<file path="src/rtl/alu_ctrl.sv">
// Three-state (IDLE/EXEC/WB) instruction controller driving an external ALU and register file.
// Define ALU_CTRL_ILLEGAL_EN to add the sticky `illegal` output for undecoded instructions.
module alu_ctrl (
  input  logic        clk,
  input  logic        reset,
  input  logic [15:0] instr,
  input  logic        instr_valid,
  output logic        instr_ready,
  output logic [3:0]  rf_addr_a,
  output logic [3:0]  rf_addr_b,
  input  logic [15:0] rf_data_a,
  input  logic [15:0] rf_data_b,
  output logic [2:0]  alu_op,
  output logic [15:0] alu_dst,
  output logic [15:0] alu_src,
  input  logic [15:0] alu_result,
  input  logic        alu_c,
  input  logic        alu_l,
  input  logic        alu_f,
  input  logic        alu_z,
  input  logic        alu_n,
  output logic        rf_we,
  output logic [3:0]  rf_wr_addr,
  output logic [15:0] rf_wr_data,
  output logic [4:0]  psr,
  output logic        busy
`ifdef ALU_CTRL_ILLEGAL_EN
  ,
  output logic        illegal
`endif
);

  typedef enum logic [1:0] {StIdle, StExec, StWb} state_e;
  typedef enum logic [2:0] {DecAdd, DecSub, DecCmp, DecAnd, DecOr, DecXor, DecMov, DecNop} dec_e;

  state_e      state_q, state_d;
  logic [15:0] instr_q, instr_d;
  logic [15:0] result_q, result_d;
  logic [4:0]  flags_q, flags_d;  // {N,Z,F,L,C} captured in EXEC
  logic [4:0]  psr_q, psr_d;

  logic        is_imm;
  logic [3:0]  code;
  dec_e        dec;
  logic        sext;
  logic        wb_en;
  logic [15:0] imm_ext;

  // Immediate forms reuse the R-type ext encoding in the op field.
  always_comb begin
    is_imm = (instr_q[15:12] != 4'h0);
    code   = is_imm ? instr_q[15:12] : instr_q[7:4];
    case (code)
      4'h5:    dec = DecAdd;
      4'h9:    dec = DecSub;
      4'hB:    dec = DecCmp;
      4'h1:    dec = DecAnd;
      4'h2:    dec = DecOr;
      4'h3:    dec = DecXor;
      4'hD:    dec = DecMov;
      default: dec = DecNop;
    endcase
  end

  assign sext    = (dec == DecAdd) || (dec == DecSub) || (dec == DecCmp);
  assign wb_en   = (dec != DecCmp) && (dec != DecNop);
  assign imm_ext = sext ? {{8{instr_q[7]}}, instr_q[7:0]} : {8'h00, instr_q[7:0]};

  assign rf_addr_a = instr_q[11:8];
  assign rf_addr_b = instr_q[3:0];

  always_comb begin
    alu_op  = 3'b000;
    alu_dst = rf_data_a;
    alu_src = is_imm ? imm_ext : rf_data_b;
    case (dec)
      DecSub, DecCmp: alu_op = 3'b100;
      DecAnd:         alu_op = 3'b001;
      DecOr:          alu_op = 3'b010;
      DecXor:         alu_op = 3'b011;
      DecMov: begin
        alu_op  = 3'b010;
        alu_dst = 16'h0000;
      end
      default: ;
    endcase
  end

`ifdef ALU_CTRL_ILLEGAL_EN
  logic illegal_q, illegal_d;
`endif

  always_comb begin
    state_d  = state_q;
    instr_d  = instr_q;
    result_d = result_q;
    flags_d  = flags_q;
    psr_d    = psr_q;
`ifdef ALU_CTRL_ILLEGAL_EN
    illegal_d = illegal_q;
`endif
    case (state_q)
      StIdle: begin
        if (instr_valid) begin
          instr_d = instr;
          state_d = StExec;
        end
      end
      StExec: begin
        result_d = alu_result;
        flags_d  = {alu_n, alu_z, alu_f, alu_l, alu_c};
        state_d  = StWb;
      end
      StWb: begin
        if (dec == DecAdd || dec == DecSub) begin
          psr_d[2] = flags_q[2];
          psr_d[0] = flags_q[0];
        end else if (dec == DecCmp) begin
          psr_d[4] = flags_q[4];
          psr_d[3] = flags_q[3];
          psr_d[1] = flags_q[1];
        end
`ifdef ALU_CTRL_ILLEGAL_EN
        if (dec == DecNop) illegal_d = 1'b1;
`endif
        state_d = StIdle;
      end
      default: state_d = StIdle;
    endcase
  end

  always_ff @(posedge clk) begin
    if (reset) begin
      state_q  <= StIdle;
      instr_q  <= '0;
      result_q <= '0;
      flags_q  <= '0;
      psr_q    <= '0;
`ifdef ALU_CTRL_ILLEGAL_EN
      illegal_q <= 1'b0;
`endif
    end else begin
      state_q  <= state_d;
      instr_q  <= instr_d;
      result_q <= result_d;
      flags_q  <= flags_d;
      psr_q    <= psr_d;
`ifdef ALU_CTRL_ILLEGAL_EN
      illegal_q <= illegal_d;
`endif
    end
  end

  assign instr_ready = (state_q == StIdle);
  assign busy        = (state_q != StIdle);
  // Gated by reset so an abort in WB never produces a write.
  assign rf_we       = (state_q == StWb) && wb_en && !reset;
  assign rf_wr_addr  = instr_q[11:8];
  assign rf_wr_data  = result_q;
  assign psr         = psr_q;
`ifdef ALU_CTRL_ILLEGAL_EN
  assign illegal     = illegal_q;
`endif

endmodule

</file>
<file path="config.mk">
export PLATFORM = sky130hd
export DESIGN_NAME = alu_ctrl
export DESIGN_NICKNAME = d
export VERILOG_FILES = /design/src/rtl/alu_ctrl.sv
export SDC_FILE = /design/constraint.sdc
export NUM_CORES = 1
export LEC_CHECK = 0
export CORE_ASPECT_RATIO = 0.7
export CORE_MARGIN = 2
export CORE_UTILIZATION = 35
export DETAILED_ROUTE_END_ITERATION = 7
export MAX_ROUTING_LAYER = met4
export PLACE_DENSITY = 0.78
export RECOVER_POWER = 100
export SETUP_SLACK_MARGIN = 0.4
export SLEW_MARGIN = 40
export SYNTH_ARGS = -nofsm -noshare
export SYNTH_HDL_FRONTEND = slang
export SYNTH_SLANG_ARGS = --single-unit
export TNS_END_PERCENT = 30
</file>
<file path="constraint.sdc">
create_clock -name clk -period 2.6 [get_ports clk]
set_input_delay 0.78 -clock clk [delete_from_list [all_inputs] [get_ports clk]]
set_output_delay 0.78 -clock clk [all_outputs]
set_load 0.03 [all_outputs]
</file>
Yosys cells after proc, flatten, opt, wreduce, memory -nomap -nowiden
Cells that the tools add are included.

Flip-flop bits (word level): 44. Latch bits: 0. Bits in writable memories: 0. Memory bits (read-only): 0. Input bits: 72. Logic and storage cells: 48. Memories kept: 0.

Add/subtract/negate cells: 0. Multiply operators: 0. Divide/modulo/power cells: 0. Magnitude comparators: 0. Eq/ne operators: 18. Shift operators: 0. Multiplexer cells: 8. Bitwise gates (word level): 1. Reduce and logical (&&, ||, !) cells: 15.

Operators by type and width (count): $mux W16 (3); $pmux W3 S7 (1); $eq A4 B4 Y1 const B (3); $pmux W3 S4 (1); $eq A3 B3 Y1 const B (3); $eq A4 B2 Y1 const B (2); $eq A3 B2 Y1 const B (2); $eq A4 B1 Y1 const B (1); $eq A4 B3 Y1 const B (1); $mux W4 (1); $pmux W2 S2 (1); $reduce_and A2 Y1 (2); $reduce_bool A4 Y1 (1); $reduce_or A2 Y1 (2); $eq A3 B1 Y1 const B (1); $logic_and A1 B1 Y1 (3); $logic_not A3 Y1 (1); $ne A3 B2 Y1 const B (1); $ne A3 B3 Y1 const B (1); $reduce_and A3 Y1 (1); $eq A2 B1 Y1 const B (1); $eq A2 B2 Y1 const B (1); $logic_not A2 Y1 (1); $logic_or A1 B1 Y1 (2); other kinds (5) (5).

Longest topological paths before layout
Gate-level depths: netlist of the first run.

Depth in word-level cells: 9. Depth in mapped cells: 6. Mapped depth without buffers: 4.

Worst setup path before layout of the first run
No wires, ideal clock.

Kind: in2out. Start: input port reset. End: output port rf_we. Arrival: 1875 ps. Data required time: 1820 ps. Slack: -55 ps. Stages: 3. Path buffers: 2. Cells stage by stage: clkbuf_1 -> clkbuf_1 -> a211oi_1.

Cells in the longest elaborated chain, start to end: 2.

Ends and longest elaborated chain: start: declaration (line 5) `input logic reset,`; $logic_not A1 Y1 (line 157) `assign rf_we = (state_q == StWb) && wb_en && !reset;`; $logic_and A1 B1 Y1 (line 157); end: declaration (line 22) `output logic rf_we,`.

No other way between the ends.

Worst setup path after layout of the first run
Start: register instr_q[12]. End: output port alu_src[1].

Cells in the longest elaborated chain, start to end: 2.

Ends and longest elaborated chain: start: declaration (line 37) `logic [15:0] instr_q, instr_d;`; start signal: assignment (line 144) `instr_q <= instr_d;`; $reduce_bool A4 Y1 (line 51) `is_imm = (instr_q[15:12] != 4'h0);`; $mux W16 (line 75) `alu_src = is_imm ? imm_ext : rf_data_b;`; end: declaration (line 15) `output logic [15:0] alu_src,`.

No other way between the ends.

==> results of run 1 <==
## per-stage QoR
stage	hold WS (ns)	cells
2_1_floorplan	0.437	270
3_3_place_gp	0.441	467
3_5_place_dp	0.446	467
4_1_cts	0.459	479
5_1_grt	0.474	479
6_report	0.454	479
## power groups by stage
| stage | registers, mW | logic (mW) | clock network (mW) |
|---|---|---|---|
| after global placement | 0.748 | 0.584 | 0 |
| after CTS | 0.736 | 0.627 | 0.550 |
| after detailed placement | 0.750 | 0.589 | 0 |
| final | 0.735 | 0.615 | 0.538 |
| after floorplan | 0.762 | 0.329 | 0 |
| after global routing | 0.741 | 0.652 | 0.586 |
## how the worst min path moves through the flow
stage                         from  cells past startpoint  slack [ns]             end
CTS                  rf_wr_data[7]                      2        0.46   rf_wr_data[7]
detailed placement   rf_wr_data[7]                      2        0.45   rf_wr_data[7]
global route         rf_wr_data[9]                      2        0.47   rf_wr_data[9]
floorplan               flags_q[0]                      2        0.44      flags_q[0]
finish               rf_wr_data[0]                      2        0.45   rf_wr_data[0]
global placement    rf_wr_data[14]                      2        0.44  rf_wr_data[14]
## metal layers
metal | up-vias | part of all wire (%)
li1 | 1132 | -
met1 | 1013 | 44
met2 | 97 | 47
met3 | 6 | 8.3
met4 | 0 | 0.78
met5 | - | 0
## layout make-up
type | count | area (µm²) | share of cell area, %
timing repair buffer | 154 | 1450 | 38.5
multi-input combinational | 193 | 1200 | 31.9
sequential | 44 | 897 | 23.8
tap | 78 | 97.6 | 2.59
clock buffer | 5 | 68.8 | 1.82
clock inverter | 3 | 46.3 | 1.23
inverter | 2 | 7.51 | 0.199
## cells by family after synthesis
family	Yosys count	synth area share, %
and+or+nand+nor	124	28.6
AOI/OAI and AO/OA	54	15.3
DFF	44	39.8
buffers and inverters	33	9.05
muxes	14	6.79
xor gates and xnor gates	1	0.396
## synth_stat cells (2+ instances only)
library cell	n	area [µm²]
a21o_1	8	60.1
clkbuf_1	12	45.0
nor2b_1	17	106
dfxtp_1	44	881
nor2_1	6	22.5
mux2_2	6	67.6
nand2_1	75	282
inv_1	2	7.51
mux2i_1	6	60.1
buf_6	2	22.5
nand2b_1	13	81.3
nor4b_1	3	26.3
buf_4	16	120
a21oi_1	37	185
mux2_1	2	22.5
## state kept, by name, summed over array words and instances, names as in the netlist
register and cells:
rf_wr_data 16, flags_q 5, psr 5, instr_q 16
state_q 2
## critical path, stage by stage, from the launching register on
cell and delay (ns):
dfxtp_2 0.37, nor4_2 0.38, buf_4 0.22, mux2_4 0.31, buf_6 0.14
## timing repair
item,4_1_cts,5_1_grt
setup buffers,4,0
setup endpoints to repair,38,38
pin swaps,7,4
gates resized for setup,33,16
hold buffers,0,0
==> reports/metrics.yaml, run 1 <==
status: "finished, final reports clean"
max_freq_mhz: 402
cp_max_fo: 6
cp-start-kind: "register"
drive_above_1_share_pct: 22.2
required_ns: 1.82
rsz0062_at_grt: "true"
die_x_um: 99.0
htreeDepth: 2
globalRouteOverflowTotal: 0
finalCriticalPeriod_ns: 2.48
grt.busiest_layer: "met2"
crit_end: "alu_src[1]"
final_common_cell: "nand2_1"
drt-total-wl_um: 6290
synth_edf_count: 0
reg2reg_slack_ns: 0.93
cts-root-buf: "clkbuf_8"
crit_arrival_ns: 1.70
drcViolationCount: 0
post-route-period-util_pct: 95.6
p_sw_uw: 592
slew_viol_final: 0
max_cap_violations: 0
finalHoldViolations: 0
cts.sinks: 44
crit_path_end_kind: "output pin"
syn-cell-area_um2: 2210
slew_headroom_pct: 39.0
ys_seq_area_share_pct: 39.8
ir_worst_vdd_mv: 0.249
io_buffers: 142
synth_async_sr_flop_share_pct: 0
syn_nets: 342
fin_area_um2: 3770
seq_power_share_pct: 38.9
reg2reg_depth: 4
num_rows: 24
grt_pass1_vias: 2211
utilization_pct: 61.3
antenna_found_initial: 0
fp.dieH_um: 70.5
gp_congestion: 0.806
clk_latency_ns: 0.30
drt-initial-drc-count: 52
syn_inst: 270
placed_area_um2: 3520
setup_tns_ns: 0
power_density_nw_per_um2: 500
n_antenna_cell: 0
clkPwrFrac_pct: 28.5
syn_area_per_cell_um2: 8.19
coreArea_um2: 6160
combPwrFrac_pct: 32.6
power_leakage_nw: 1.59
crit_type: "reg2out"
ioPinCount: 143
r2r_start: "state_q[0]"
start_util_pct: 35.9
grtUsageMet1_pct: 22.0
use_met3_pct: 5.21
dr.pass1.iters: 4
total_power_mw: 1.89
final_cell_mix: "nand2_1 (75), clkdlybuf4s50_1 (69), a21oi_1 (37), dfxtp_1 (37), dlygate4sd3_1 (36)"
ant_nets: 0
area_growth_pct: 70.6
numCtsBuffers: 5
dp_hpwl_um: 4610
fin_ws_ns: 0.115
vias: 2248
tightest_slew_ns: 0.914
clock_path_buffers: 2
hold_class: "reg2reg"
fill_cells: 555
fin_nets: 472
dp_slack_ns: 0.165
p_sw_share_pct: 31.4
grt_max_degree: 50
grt_pass1_wl_um: 10100
tritoncts: "done"
finalSetupViolations: 0
p_int_mw: 1.30
yosys_warnings: 0
die_area_um2: 6980
synthFlopType: "dfxtp_1"
use_met2_pct: 30.4
avgRoutedWirePerCell_um: 13.1
routed_via_density: 4.69
timing.rr.end: "instr_q[6]"
setup.worst_path.start: "instr_q[12]"
ys_ff_latch: 44
grt_usage_pct: 18.3
synth_cell_types: 36
clk_pin_slew_ns: 0.09
fin_skew_ns: 0.0113
No activity file was read; power rests on OpenSTA's default activity.
==> inputs of run 2 (changes only) <==
--- a/config.mk
+++ b/config.mk
@@ -12,6 +12,7 @@
 export MAX_ROUTING_LAYER = met4
 export PLACE_DENSITY = 0.78
 export RECOVER_POWER = 100
+export REMOVE_ABC_BUFFERS = 1
 export SETUP_SLACK_MARGIN = 0.4
 export SLEW_MARGIN = 40
 export SYNTH_ARGS = -nofsm -noshare
==> run 2 against run 1 <==
Critical path depth rose by 3. Register-to-register slack got worse by 0.27 ns. Setup slack got worse by 0.077 ns. Critical path type unchanged. Cell count rose by 2.9%. Clock skew fell by 0.0010 ns. Sequential share of layout area fell by 1.1 points. Clock power barely moved. Die area did not move. Power rose by 2.2%. Design area rose by 3.6%.
==> reports/metrics.yaml, run 2 (same netlist as run 1, synthesis figures left out) <==
routed_via_density: 4.71  # was 4.69
fill_cells: 520  # was 555
num_rows: 24  # unchanged
rsz0062_at_grt: "true"  # unchanged
cts_hold_buf: 0  # unchanged
utilization_pct: 63.5  # was 61.3%
clk_latency_ns: 0.29  # was 0.30 ns
cts.sinks: 44  # unchanged
fin_skew_ns: 0.0103  # was 0.0113 ns
ioPinCount: 143  # unchanged
grt_pass1_wl_um: 10100  # about the same
r2r_start: "instr_q[12]"  # was state_q[0]
slowest_stage: "dfxtp_2"  # was nor4_2
grtUsageMet1_pct: 21.9  # was 22.0%
max_freq_mhz: 390  # was 402 MHz
post-route-period-util_pct: 98.5  # was 95.6%
drt-initial-drc-count: 54  # was 52
cp_cell_sequence: "buf_6 -> and4bb_2 -> a22oi_2 -> nor3_4 -> buf_6 -> nor2b_1 -> buf_4"  # was nor4_2 -> buf_4 -> mux2_4 -> buf_6
max_cap_violations: 0  # unchanged
multi_input_area_um2: 1210  # was 1200 µm²
antenna_found_initial: 0  # unchanged
tightest_slew_ns: 0.923  # was 0.914 ns
globalRouteOverflowTotal: 0  # unchanged
power_density_nw_per_um2: 493  # was 500 nW/µm²
cts-root-buf: "clkbuf_8"  # unchanged
finalHoldViolations: 0  # unchanged
ant_nets: 0  # unchanged
use_met3_pct: 5.11  # was 5.21%
drt-total-wl_um: 6450  # was 6290 µm
finalSetupViolations: 0  # unchanged
numCtsBuffers: 5  # unchanged
slew_headroom_pct: 38.5  # was 39.0%
path_buf_inv: 3  # was 2
vias: 2322  # was 2248
hold_class: "reg2reg"  # unchanged
grt_pass1_vias: 2196  # was 2211
die_area_um2: 6980  # unchanged
placed_area_um2: 3550  # was 3520 µm²
n_antenna_cell: 0  # unchanged
gp_congestion: 0.767  # was 0.806
clk_pin_slew_ns: 0.08  # was 0.09 ns
fp.dieH_um: 70.5  # unchanged
slew_viol_final: 0  # unchanged
fin_cells: 493  # was 479
coreArea_um2: 6160  # unchanged
use_met2_pct: 30.4  # unchanged
dr.pass1.iters: 4  # unchanged
dp_hpwl_um: 4530  # was 4610 µm
fin_nets: 486  # was 472
min_from: "rf_wr_data[12]"  # was rf_wr_data[0]
crit_top_cell: "buf_6"
avgRoutedWirePerCell_um: 13.1  # about the same
ir_worst_vdd_mv: 0.316  # was 0.249 mV
htreeDepth: 2  # unchanged
grt_max_degree: 50  # unchanged
seqCellArea_um2: 886  # was 897 µm²
crit_type: "reg2out"  # unchanged
grt.busiest_layer: "met2"  # unchanged
cp_max_fo: 8  # was 6
tritoncts: "done"  # unchanged
finalCriticalPeriod_ns: 2.56  # was 2.48 ns
final_common_cell: "clkdlybuf4s50_1"  # was nand2_1
drive_above_1_share_pct: 24.3  # was 22.2%
final_cell_mix: "clkdlybuf4s50_1 (100), nand2_1 (75), buf_4 (42)"  # was nand2_1 (75), clkdlybuf4s50_1 (69), a21oi_1 (37), dfxtp_1 (37), dlygate4sd3_1 (36)
total_power_mw: 1.93  # was 1.89 mW
setup_tns_ns: 0  # unchanged
setup.worst_path.start: "instr_q[12]"  # unchanged
dp_cells: 471  # was 467
cp_top_family: "simple AND/OR/NAND/NOR gates"  # unchanged
crit_path_end_kind: "output pin"  # unchanged
required_ns: 1.82  # about the same
grt_usage_pct: 18.3  # about the same
drcViolationCount: 0  # unchanged
cpPeakStageDelay_ns: 0.34  # was 0.38 ns
crit_arrival_ns: 1.78  # was 1.70 ns
fin_area_um2: 3910  # was 3770 µm²
start_util_pct: 35.9  # unchanged
power_leakage_nw: 1.59  # about the same
die_x_um: 99.0  # unchanged
clock_path_buffers: 2  # unchanged
status: "finished, final reports clean"  # unchanged
io_buffers: 142  # unchanged
area_growth_pct: 76.9  # was 70.6%
cp-start-kind: "register"  # unchanged
run 2: cell types whose count changed in the layout (fill, tap and decap cells not counted), sizes merged, moves of 2 or more:
| cell | delta |
|---|---|
| dlygate4sd3 | -35 |
| clkdlybuf4s50 | +31 |
| clkbuf | -11 |
| buf | +28 |
| dlymetal6s2s | +2 |
run 2: worst register-to-register path: cells and delay by family (launching register included):
kind,cells,cell delay (ns)
compound gates,1,0.09
flops,1,0.34
mux,1,0.24
simple gates,2,0.78
buf+inv,3,0.43
run 2: final timing paths:
path,end,slack [ns],cells after the start
hold reg to reg,rf_wr_data[12],0.46,2
setup / recovery,alu_dst[9],0.04,7
setup reg to reg,psr[3],0.66,7
hold / removal,rf_wr_data[12],0.46,2
run 2: routing by layer:
| metal | share of wire, % | vias up |
|---|---|---|
| met5 | 0 | - |
| met4 | 0.68 | 0 |
| met1 | 42 | 1039 |
| li1 | - | 1160 |
| met2 | 47 | 117 |
| met3 | 10 | 6 |
run 2: cell type report:
type                            instances  share of cell area (%)
Clock inverter                          2                   0.992
Timing Repair Buffer                  168                    40.6
Inverter                                2                   0.192
Clock buffer                            6                    2.11
Multi-Input combinational cell        193                    30.9
Sequential cell                        44                    22.7
Tap cell                               78                    2.50
run 2: timing repair:
action / 4_1_cts / 5_1_grt
gates cloned: 0 / 1
setup buffers: 12 / 1
endpoints found under the hold margin: 0 / 0
gates resized for setup: 30 / 35
pin swaps: 6 / 5
setup endpoints to repair: 38 / 39
run 2: report_power, final:
group / switching [mW] / internal (mW) / total [mW]
Combinational: 0.322 / 0.330 / 0.652
Clock: 0.226 / 0.314 / 0.540
Sequential: 0.0297 / 0.707 / 0.736
Total: 0.578 / 1.35 / 1.93
run 2: metrics by stage:
step | hold slack (ns) | worst slack (ns)
after global placement | 0.441 | -0.254
after detailed placement | 0.451 | -0.258
after CTS | 0.464 | 0.0689
after floorplan | 0.431 | 0.0296
final | 0.460 | 0.0378
after global routing | 0.477 | -0.0468
==> inputs of run 3 (changes only) <==
--- a/config.mk
+++ b/config.mk
@@ -5,12 +5,13 @@
 export SDC_FILE = /design/constraint.sdc
 export NUM_CORES = 1
 export LEC_CHECK = 0
+export ABC_AREA = 1
 export CORE_ASPECT_RATIO = 0.7
 export CORE_MARGIN = 2
 export CORE_UTILIZATION = 35
 export DETAILED_ROUTE_END_ITERATION = 7
 export MAX_ROUTING_LAYER = met4
-export PLACE_DENSITY = 0.78
+export PLACE_DENSITY = 0.79
 export RECOVER_POWER = 100
 export REMOVE_ABC_BUFFERS = 1
 export SETUP_SLACK_MARGIN = 0.4
==> run 3 against run 2 <==
Critical path type unchanged. Core utilization rose by 2.5 points. Setup slack better by 0.048 ns. Highest routed layer unchanged. Clock-buffer cell count is 1 higher.
==> reports/metrics.yaml, run 3 <==
grtUsageMet1_pct: 23.0  # was 21.9%
ant_nets: 0  # unchanged
post-route-period-util_pct: 96.7  # was 98.5%
synth_cell_types: 20  # was 36
dp_hpwl_um: 4910  # was 4530 µm
hold_class: "reg2reg"  # unchanged
avgRoutedWirePerCell_um: 12.3  # was 13.1 µm
grt_usage_pct: 19.9  # was 18.3%
r2r_start: "state_q[1]"  # was instr_q[12]
clk_pin_slew_ns: 0.08  # about the same
crit_type: "reg2out"  # unchanged
reg2reg_depth: 5  # was 7
yosys_warnings: 0  # unchanged
required_ns: 1.82  # about the same
max_cap_violations: 0  # unchanged
io_buffers: 142  # unchanged
synth_compound_area_share_pct: 13.0  # was 15.3%
synth_xor_xnor_area_share_pct: 0  # was 0.396%
dp_slack_ns: -0.0191  # was -0.258 ns
syn_area_per_cell_um2: 6.67  # was 8.19 µm²
use_met2_pct: 32.7  # was 30.4%
ys_seq_area_share_pct: 41.0  # was 39.8%
routed_via_density: 4.48  # was 4.71
cp-start-kind: "register"  # unchanged
grt_pass1_wl_um: 10700  # was 10100 µm
htreeDepth: 2  # unchanged
n_antenna_cell: 0  # unchanged
synth_async_sr_flop_share_pct: 0  # unchanged
status: "finished, final reports clean"  # unchanged
crit_path_end_kind: "output pin"  # unchanged
synth_most_common_cell: "nor2_1"  # was nand2_1
finalHoldViolations: 0  # unchanged
globalRouteOverflowTotal: 0  # unchanged
die_area_um2: 6790  # was 6980 µm²
antenna_found_initial: 0  # unchanged
use_met3_pct: 7.56  # was 5.11%
setup_tns_ns: 0  # unchanged
synthMuxAreaShare_pct: 0  # was 6.79%
coreArea_um2: 5810  # was 6160 µm²
rsz0062_at_grt: "true"  # unchanged
fin_nets: 539  # was 486
timing.rr.end: "rf_wr_data[0]"  # was psr[3]
clock_path_buffers: 2  # unchanged
cts-root-buf: "clkbuf_8"  # unchanged
clkPwrFrac_pct: 22.7  # was 28.0%
synthFlopType: "dfxtp_1"  # unchanged
drt-total-wl_um: 6660  # was 6450 µm
yosysTopAreaCell: "dfxtp_1"  # unchanged
cp_cell_sequence: "nor2_4 -> nand3_2 -> nand2_4 -> inv_4 -> a21oi_4 -> nand4_4 -> nand2_1 -> buf_4"  # was buf_6 -> and4bb_2 -> a22oi_2 -> nor3_4 -> buf_6 -> nor2b_1 -> buf_4
grt_pass1_vias: 2328  # was 2196
fin_cells: 542  # was 493
slew_headroom_pct: 55.1  # was 38.5%
die_x_um: 97.6  # was 99.0 µm
p_sw_share_pct: 35.4  # was 30.0%
p_int_mw: 1.30  # was 1.35 mW
max_freq_mhz: 398  # was 390 MHz
tritoncts: "done"  # unchanged
grt_max_degree: 43  # was 50
cpPeakStageDelay_ns: 0.34  # about the same
start_util_pct: 37.0  # was 35.9%
power_leakage_nw: 1.82  # was 1.59 nW
dr.pass1.iters: 4  # unchanged
finalCriticalPeriod_ns: 2.51  # was 2.56 ns
grt.busiest_layer: "met2"  # unchanged
syn_inst: 322  # was 270
tightest_slew_ns: 0.673  # was 0.923 ns
dp_cells: 521  # was 471
reg2reg_slack_ns: 0.99  # was 0.66 ns
hold-worst-slack_ns: 0.463  # was 0.460 ns
slew_viol_final: 0  # unchanged
gp_congestion: 0.781  # was 0.767
power_density_nw_per_um2: 524  # was 493 nW/µm²
holdPathEnd: "flags_q[1]"  # was rf_wr_data[12]
cp_max_fo: 8  # unchanged
fin_skew_ns: 0.00242  # was 0.0103 ns
syn-cell-area_um2: 2150  # was 2210 µm²
cts_hold_buf: 0  # unchanged
synth-simple-area-share_pct: 32.6  # was 28.6%
ioPinCount: 143  # unchanged
crit_arrival_ns: 1.73  # was 1.78 ns
yosysTopAreaCellShare_pct: 41.0  # was 39.8%
numCtsBuffers: 5  # unchanged
combPwrFrac_pct: 40.0  # was 33.8%
final_common_cell: "nor2_1"  # was clkdlybuf4s50_1
p_sw_uw: 711  # was 578 µW
cts.sinks: 44  # unchanged
finalSetupViolations: 0  # unchanged
ys_ff_latch: 44  # unchanged
slowest_stage: "dfxtp_2"  # unchanged
drcViolationCount: 0  # unchanged
synthAdderAreaFrac_pct: 0  # unchanged
synth_edf_count: 0  # unchanged
fp.dieH_um: 69.6  # was 70.5 µm
min_from: "flags_q[1]"  # was rf_wr_data[12]
final_cell_mix: "nor2_1 (83), clkdlybuf4s50_1 (67), nand2_1 (45)"  # was clkdlybuf4s50_1 (100), nand2_1 (75), buf_4 (42)
clk_latency_ns: 0.29  # about the same
num_rows: 23  # was 24
area_growth_pct: 78.6  # was 76.9%
ys_top_cells_by_area: "dfxtp_1 (41%), nor2_1 (15%), o21ai_0 (9.3%)"  # was dfxtp_1 (40%), nand2_1 (13%), a21oi_1 (8.4%)
ir_worst_vdd_mv: 0.353  # was 0.316 mV
vias: 2429  # was 2322
synth_common_cells: "nor2_1 (86), nand2_1 (51), dfxtp_1 (44), o21ai_0 (40), inv_1 (33)"  # was nand2_1 (75), dfxtp_1 (44), a21oi_1 (37), nor2b_1 (17), buf_4 (16)
fin_ws_ns: 0.0856  # was 0.0378 ns
drive_above_1_share_pct: 21.0  # was 24.3%
seq_power_share_pct: 37.3  # was 38.2%
synth_top_family_by_area: "simple AND/OR/NAND/NOR gates"  # unchanged
holdPathStages: 2  # unchanged
drt-initial-drc-count: 99  # was 54
run 3: changes by cell type after synthesis, moves of 5 or more:
cell	delta
nor2_4	+5
mux2i_1	-6
nand2b_1	-13
nor2_1	+80
nand2_1	-24
a21oi_1	-23
mux2_2	-6
nand2_2	+7
nand3_1	+8
inv_1	+31
a21o_1	-8
o21ai_0	+39
nor2b_1	-17
run 3: stage by stage:
step           cell area (µm²)  util [%]  power (mW)
6_report                  3840      66.0        2.01
5_1_grt                   3840      66.0        2.12
4_1_cts                   3750      64.5        2.00
3_5_place_dp              3490      60.0        1.48
3_3_place_gp              3490      60.0        1.47
2_1_floorplan             2010         -        1.16
run 3: kinds of logic after synthesis:
family	Yosys count
flip-flops	44
AO/OA/AOI/OAI	55
buffers and inverters	62
AND/OR/NAND/NOR	161
run 3: power groups by stage:
stage | Sequential (mW) | Clock [mW] | Combinational, mW
2_1_floorplan | 0.830 | 0 | 0.329
3_3_place_gp | 0.762 | 0 | 0.707
3_5_place_dp | 0.765 | 0 | 0.716
4_1_cts | 0.751 | 0.470 | 0.774
5_1_grt | 0.756 | 0.506 | 0.862
6_report | 0.750 | 0.457 | 0.803
run 3: area by class of cell:
cell class / instances / area (µm²)
fill: 518 / 1980
multi-input combinational: 216 / 1090
timing repair inverter: 1 / 8.76
timing repair buffer: 160 / 1500
clock buffer: 7 / 96.3
inverter: 39 / 161
tap: 75 / 93.8
sequential: 44 / 886
run 3: how the worst max path moves through the flow:
| stage | from | to | slack, ns | depth (start not counted) |
|---|---|---|---|---|
| after CTS | instr_q[15] | rf_we | 0.13 | 8 |
| after detailed placement | reset | rf_we | -0.02 | 5 |
| after global routing | instr_q[12] | rf_we | -0.02 | 8 |
| after global placement | reset | rf_we | 0.002 | 5 |
| final | instr_q[12] | alu_src[10] | 0.09 | 8 |
| after floorplan | reset | rf_we | -0.007 | 3 |
run 3: critical path: cells and delay by family (launching register included):
family                 cells  cell delay [ns]
AOI/OAI and AO/OA          1             0.19
buffers and inverters      2             0.20
DFF                        1             0.34
and+or+nand+nor            5             0.72
run 3: layer usage:
metal  vias up  wire (µm)
li1       1268          -
met1      1057       2850
met2        96       3120
met3         8        617
met4         0         83
met5         -          0
run 3: repair_timing:
action	4_1_cts	5_1_grt
endpoints found under the hold margin	0	0
setup buffers	8	5
resized for setup	43	22
gates cloned	1	0
pin swaps	11	6
endpoints found under the setup margin	38	38
